File: src/rtl/bist_march_ctrl.sv
// SRAM BIST march sequencer: per pattern, write all words, read them all back, then drain the compare pipeline.
// Optional macro BIST_STOP_ON_FAIL_EN ends the run at the first mismatch.
module bist_march_ctrl #(
  parameter int ADDR_W  = 10,
  parameter int NUM_PAT = 6
) (
  input  logic              clk,
  input  logic              rst,
  input  logic              start,
  output logic              busy,
  output logic              done,
  output logic              fail,
  output logic [ADDR_W-1:0] fail_addr,
  output logic [2:0]        fail_pat,
  output logic [7:0]        fail_data,
  output logic              mem_ce,
  output logic              mem_we,
  output logic [ADDR_W-1:0] mem_addr,
  output logic [7:0]        mem_wdata,
  input  logic [7:0]        mem_rdata
);

  localparam logic [ADDR_W-1:0] ADDR_MAX = '1;
  localparam logic [2:0]        LAST_PAT = 3'(NUM_PAT - 1);

  typedef enum logic [2:0] {
    S_IDLE, S_WRITE, S_READ, S_DRAIN, S_DONE
  } state_t;

  state_t state, state_nxt;

  logic [ADDR_W-1:0] addr;
  logic [2:0]        pat_idx;
  logic              cmp_vld;
  logic [ADDR_W-1:0] cmp_addr;
  logic              mismatch;
  logic              first_fail;
  logic              start_run;

  function automatic logic [7:0] pat_of(input logic [2:0] idx);
    case (idx)
      3'd0:    pat_of = 8'hAA;
      3'd1:    pat_of = 8'h55;
      3'd2:    pat_of = 8'hF0;
      3'd3:    pat_of = 8'h0F;
      3'd4:    pat_of = 8'h00;
      3'd5:    pat_of = 8'hFF;
      3'd6:    pat_of = 8'h00;
      default: pat_of = 8'hFF;
    endcase
  endfunction

  // Read data arrives one cycle after the read, while pat_idx still names the same pattern.
  assign mismatch   = cmp_vld && (mem_rdata != pat_of(pat_idx));
  assign first_fail = mismatch && !fail;
  assign start_run  = start && ((state == S_IDLE) || (state == S_DONE));

  always_ff @(posedge clk) begin
    if (rst) state <= S_IDLE;
    else     state <= state_nxt;
  end

  always_comb begin
    state_nxt = state;
    case (state)
      S_IDLE:  if (start) state_nxt = S_WRITE;
      S_WRITE: if (addr == ADDR_MAX) state_nxt = S_READ;
      S_READ:  if (addr == ADDR_MAX) state_nxt = S_DRAIN;
      S_DRAIN: state_nxt = (pat_idx == LAST_PAT) ? S_DONE : S_WRITE;
      S_DONE:  if (start) state_nxt = S_WRITE;
      default: state_nxt = S_IDLE;
    endcase
`ifdef BIST_STOP_ON_FAIL_EN
    if (first_fail) state_nxt = S_DONE;
`endif
  end

  always_comb begin
    busy      = 1'b0;
    done      = 1'b0;
    mem_ce    = 1'b0;
    mem_we    = 1'b0;
    mem_addr  = '0;
    mem_wdata = 8'h00;
    case (state)
      S_WRITE: begin
        busy      = 1'b1;
        mem_ce    = 1'b1;
        mem_we    = 1'b1;
        mem_addr  = addr;
        mem_wdata = pat_of(pat_idx);
      end
      S_READ: begin
        busy     = 1'b1;
        mem_ce   = 1'b1;
        mem_addr = addr;
      end
      S_DRAIN: busy = 1'b1;
      S_DONE:  done = 1'b1;
      default: ;
    endcase
  end

  always_ff @(posedge clk) begin
    if (rst) begin
      addr      <= '0;
      pat_idx   <= 3'd0;
      cmp_vld   <= 1'b0;
      cmp_addr  <= '0;
      fail      <= 1'b0;
      fail_addr <= '0;
      fail_pat  <= 3'd0;
      fail_data <= 8'h00;
    end else begin
      // A read issued while leaving for DONE early is dropped.
      cmp_vld  <= (state == S_READ) && ((state_nxt == S_READ) || (state_nxt == S_DRAIN));
      cmp_addr <= addr;
      if (start_run) begin
        addr      <= '0;
        pat_idx   <= 3'd0;
        fail      <= 1'b0;
        fail_addr <= '0;
        fail_pat  <= 3'd0;
        fail_data <= 8'h00;
      end else begin
        case (state)
          S_WRITE, S_READ: addr <= addr + 1'b1;
          S_DRAIN: begin
            addr <= '0;
            if (state_nxt == S_WRITE) pat_idx <= pat_idx + 3'd1;
          end
          default: ;
        endcase
        if (first_fail) begin
          fail      <= 1'b1;
          fail_addr <= cmp_addr;
          fail_pat  <= pat_idx;
          fail_data <= mem_rdata;
        end
      end
    end
  end

endmodule

File: config.mk
export PLATFORM = sky130hd
export DESIGN_NAME = bist_march_ctrl
export DESIGN_NICKNAME = d
export VERILOG_FILES = /design/src/rtl/bist_march_ctrl.sv
export SDC_FILE = /design/constraint.sdc
export NUM_CORES = 1
export LEC_CHECK = 0
export CAP_MARGIN = 5
export CORE_ASPECT_RATIO = 1.1
export CORE_UTILIZATION = 45
export CTS_CLUSTER_SIZE = 16
export DETAILED_ROUTE_END_ITERATION = 7
export PLACE_DENSITY = 0.73
export RECOVER_POWER = 25
export REMOVE_ABC_BUFFERS = 1
export SLEW_MARGIN = 10
export SYNTH_ARGS = -nofsm -noshare
export SYNTH_HDL_FRONTEND = slang
export SYNTH_SLANG_ARGS = --single-unit
export TNS_END_PERCENT = 10
File: constraint.sdc
create_clock -name clk -period 4 [get_ports clk]
set_input_delay 0.4 -clock clk [delete_from_list [all_inputs] [get_ports clk]]
set_output_delay 0.4 -clock clk [all_outputs]
set_load 0.05 [all_outputs]
==> results.env <==
STATUS='finished, violations left'
VIOLATIONS='DRC'
FINCLKSKEW_NS=0.00802
SETUP-TNS-FINAL_NS=0
YS_FF_LATCH=49
CTS_MAX_LEVEL=2
SYNTH.AREA.TOP_CELLS='sky130_fd_sc_hd__dfxtp_1 42%, sky130_fd_sc_hd__mux2i_1 10%, sky130_fd_sc_hd__nand2_1 7.7%'
GRT_UTIL_ALL_LAYERS_PCT=17.5
CLOCK_NETWORK_POWER_SHARE_PCT=41.2
GRT_PASS1_WL_UM=7670
DETAILROUTE.VIA_COUNT=1865
PLACE.DETAILED.INSTANCES=356
CP_SLOWEST_STAGE_DELAY_NS=0.83
FINALHOLDVIOLCOUNT=0
NUMPORTBUFFERS=54
NUMBER_OF_ANTENNA_CELLS_INSERTED=0
DP.FINAL_HPWL_UM=3210
STD_CELL_ROWS=27
VIAS_IN_THE_FIRST_GLOBAL_ROUTE=1698
DRV_CAP=0
LARGEST_NET_DEGREE_AT_THE_START_OF_GLOBAL_ROUTING=31
WORST_EP_REQUIRED_TIME_NS=3.60
FINAL_MAX_SLEW_VIOL_COUNT=0
CP_TOP_FAMILY='buffers and inverters'
CTSROOTBUFFERMASTER='sky130_fd_sc_hd__clkbuf_8'
DRTITER0DRC=84
POSTSYNTH.TOPFLOPCELL='sky130_fd_sc_hd__dfxtp_1'
PLACEMENT.CELL_AREA_UM2=2850
SYNTH_SEQ_AREA_SHARE_PCT=41.7
CLK_PATH_BUF_DEPTH=2
FLOW.AREA_GROWTH_FROM_SYNTHESIS_PCT=27.0
CRIT_SLOWEST_CELL='sky130_fd_sc_hd__clkdlybuf4s50_1'
STDCELL_COUNT=364
LAYOUT.AREA.SEQ_UM2=981
FP.DIEAREA_UM2=5530
HP-START='cmp_addr[0]$_SDFF_PP0_'
HOLD_PATH.CLASS='flip-flop to flip-flop'
VIASPERCELL=5.12
R2R-START='pat_idx[2]$_SDFFE_PP0P_'
WORST_EP_ARRIVAL_TIME_NS=2.79
AVERAGE_INSTANCE_AREA_AFTER_SYNTHESIS_UM2=9.13
VDD.IR_DROP.WORST_uV=171
FINALINSTANCEAREA_UM2=2990
POST_SYNTHESIS_ASYNC_SET_OR_RESET_FLOP_SHARE_PCT=0
INITIAL_UTILIZATION_PCT=46.8
FLOORPLAN.DIE.HEIGHT_UM=77.9
CLK_TRANSITION_REPORTED_PATHS_NS=0.09
CP-END-KIND='primary output'
POWER.LEAKAGE_nW=1.22
SETUP.WORST_PATH.CLASS='flip-flop to primary output'
TIMING.CRITICAL_PATH.CELLS='inv_1 -> ha_1 -> nor3_1 -> nor2_1 -> nor2_1 -> clkdlybuf4s50_1'
WORST-SLEW-PIN-TRANSITION_NS=0.602
FMAXACHIEVABLE_GHz=0.314
PIN_COUNT=55
PLACE_CONGESTION=0.855
GR-TOTAL-OVERFLOW=0
SYN_AREA_UM2=2350
DRTPASS1ITERATIONS=8
FIN_NETS=322
LAYOUT.FILLER_CELLS=458
POST-ROUTE-PERIOD-UTIL_PCT=79.7
AVGROUTEDWIREPERCELL_UM=12.4
GRT_SETUP_UNREPAIRED='false'
SYNTH.YOSYS.WARNINGS=0
SYNTH_CELLS=258
CLKLATENCYLATEPIN_NS=0.31
POWER_DENSITY_nW_PER_UM2=345
CRITPATHLAUNCHTYPE='flip-flop'
SETUP_VIOLATION_TOTAL_IN_THE_FINAL_TIMING_REPORT=0
SYNTH_EDF_COUNT=0
WORST_SLEW_MARGIN_REL_PCT=59.8
TRITONCTS_BUFFER_COUNT=5
NETSWITCHINGFRACTION_PCT=24.4
POSTCTSSETUPBUFFERS=0
CHIPWIDTH_UM=71.0
CTS.REPAIR.RESIZED=0
TRITONCTS='built'
TIMING.CRITICAL_PATH.MODE_CELL='sky130_fd_sc_hd__nor2_1'
TOTAL_POWER_mW=1.03
MULTI_INPUT_AREA_UM2=1220
SWITCHINGPOWER_mW=0.252
SEQUENTIALPOWERSHARE_PCT=47.8
POST-SYNTH-TOP-AREA-FRACTION_PCT=41.7
ANTENNA_VIOLATIONS_BEFORE_REPAIR=0
CLOCK-SINKS=49
COMB_POWER_SHARE_PCT=10.9
PERIOD_NEEDED_NS=3.19
INTERNAL-POWER_mW=0.780
YOSYS.CELL_TYPES.COUNT=47
SYNTHDOMINANTAREACELLTYPE='sky130_fd_sc_hd__dfxtp_1'
FINALWIRELENGTH_UM=4520
DRT.ANTENNA.VIOLATING_NETS=0
CTS_HOLD_REPAIR.BUFFERS=0
LAYOUT-DRIVE-GT1-SHARE_PCT=8.17
ROUTE.DETAILED.DRC=2
CRITICAL_PATH_BUF_INV_COUNT=2
CRITICAL_PATH.MAX_FANOUT=10
CORE_AREA_UM2=5030
CRIT_PATH_START='pat_idx[2]$_SDFFE_PP0P_'
[power by group through the flow]
stage	Sequential [mW]	Combinational, mW	Clock (mW)
floorplan	0.504	0.0689	0
global placement	0.505	0.113	0
detailed placement	0.505	0.114	0
CTS	0.494	0.114	0.432
global route	0.495	0.122	0.457
finish	0.494	0.113	0.425
[cells by family (layout without fill, tap and decap cells)]
family                     count (synthesis)  after routing  synth area share (%)
and+or+nand+nor                          120            120                  25.0
muxes                                     24             24                  10.2
DFF                                       49             49                  41.7
buffers and inverters                     22             70                  6.80
AOI/OAI and AO/OA                         30             30                  10.6
adders and majority gates                  6              6                  3.19
xor gates and xnor gates                   7              7                  2.60
[layout make-up]
type / count / share of cell area, %
Tap cell: 58 / 2.43
Clock inverter: 3 / 2.30
Timing Repair Buffer: 56 / 18.6
Multi-Input combinational cell: 187 / 40.8
Clock buffer: 5 / 2.30
Inverter: 6 / 0.753
Sequential cell: 49 / 32.8
[sequential cells by signal, summed over array words and instances (netlist names)]
name / cells
pat_idx: 3
fail_addr: 10
fail_data: 8
cmp_addr: 10
fail_pat: 3
state: 3
addr: 10
cmp_vld: 1
fail: 1
[tightest hold or removal path, cell delays in order (launching register included)]
cell	delay, ns
sky130_fd_sc_hd__dfxtp_1	0.30
sky130_fd_sc_hd__nand2_1	0.04
sky130_fd_sc_hd__mux2i_1	0.05
[placed cells by master, fill, tap and decap left out, drive strengths merged, types with 3 or more instances in the layout]
cell type,instances
dlygate4sd3,6
inv,7
nor2b,13
nor2,24
dfxtp,49
and3,4
and2,12
nand4,5
a21oi,10
o21ai,5
nand2,48
ha,6
xor2,5
or3,3
clkbuf,5
mux2i,24
clkdlybuf4s50,48
[routing by layer]
layer / vias up / track usage, % / part of all wire, %
met3: 7 / 4.03 / 5.2
met4: 0 / 6.40 / 1.6
met1: 857 / 23.1 / 47
met5: - / 0 / 0
met2: 45 / 27.7 / 46
li1: 956 / - / -
[stage by stage]
stage                     setup WS (ns)  util, %  hold slack (ns)
after floorplan                    1.10        -            0.420
after global placement             1.23     56.7            0.426
after detailed placement           1.12     56.7            0.428
after CTS                         0.845     59.4            0.437
after global routing              0.614     59.4            0.457
final                             0.813     59.4            0.436
[final timing paths]
kind,endpoint,slack (ns),cells after the start
setup / recovery,mem_wdata[6],0.81,6
hold reg to reg,fail_addr[0]$_SDFFE_PP0P_,0.44,2
hold / removal,fail_addr[0]$_SDFFE_PP0P_,0.44,2
setup reg to reg,fail_addr[4]$_SDFFE_PP0P_,1.05,8
[Yosys cell counts, types with 2 or more instances]
master / instances
sky130_fd_sc_hd__dfxtp_1: 49
sky130_fd_sc_hd__nand2_1: 48
sky130_fd_sc_hd__mux2i_1: 24
sky130_fd_sc_hd__nor2_1: 23
sky130_fd_sc_hd__nor2b_1: 13
sky130_fd_sc_hd__and2_1: 11
sky130_fd_sc_hd__a21oi_1: 9
sky130_fd_sc_hd__ha_1: 6
sky130_fd_sc_hd__inv_1: 6
sky130_fd_sc_hd__buf_4: 5
sky130_fd_sc_hd__nand4_1: 5
sky130_fd_sc_hd__o21ai_0: 5
sky130_fd_sc_hd__xor2_1: 5
sky130_fd_sc_hd__buf_6: 3
sky130_fd_sc_hd__clkbuf_1: 3
sky130_fd_sc_hd__clkbuf_8: 3
sky130_fd_sc_hd__or3_1: 3
sky130_fd_sc_hd__and3_1: 2
sky130_fd_sc_hd__and3_2: 2
sky130_fd_sc_hd__nor3_1: 2
sky130_fd_sc_hd__o211a_1: 2
sky130_fd_sc_hd__o21ba_2: 2
sky130_fd_sc_hd__or2_2: 2
sky130_fd_sc_hd__xnor2_1: 2
(Power assumes the default switching activity.)
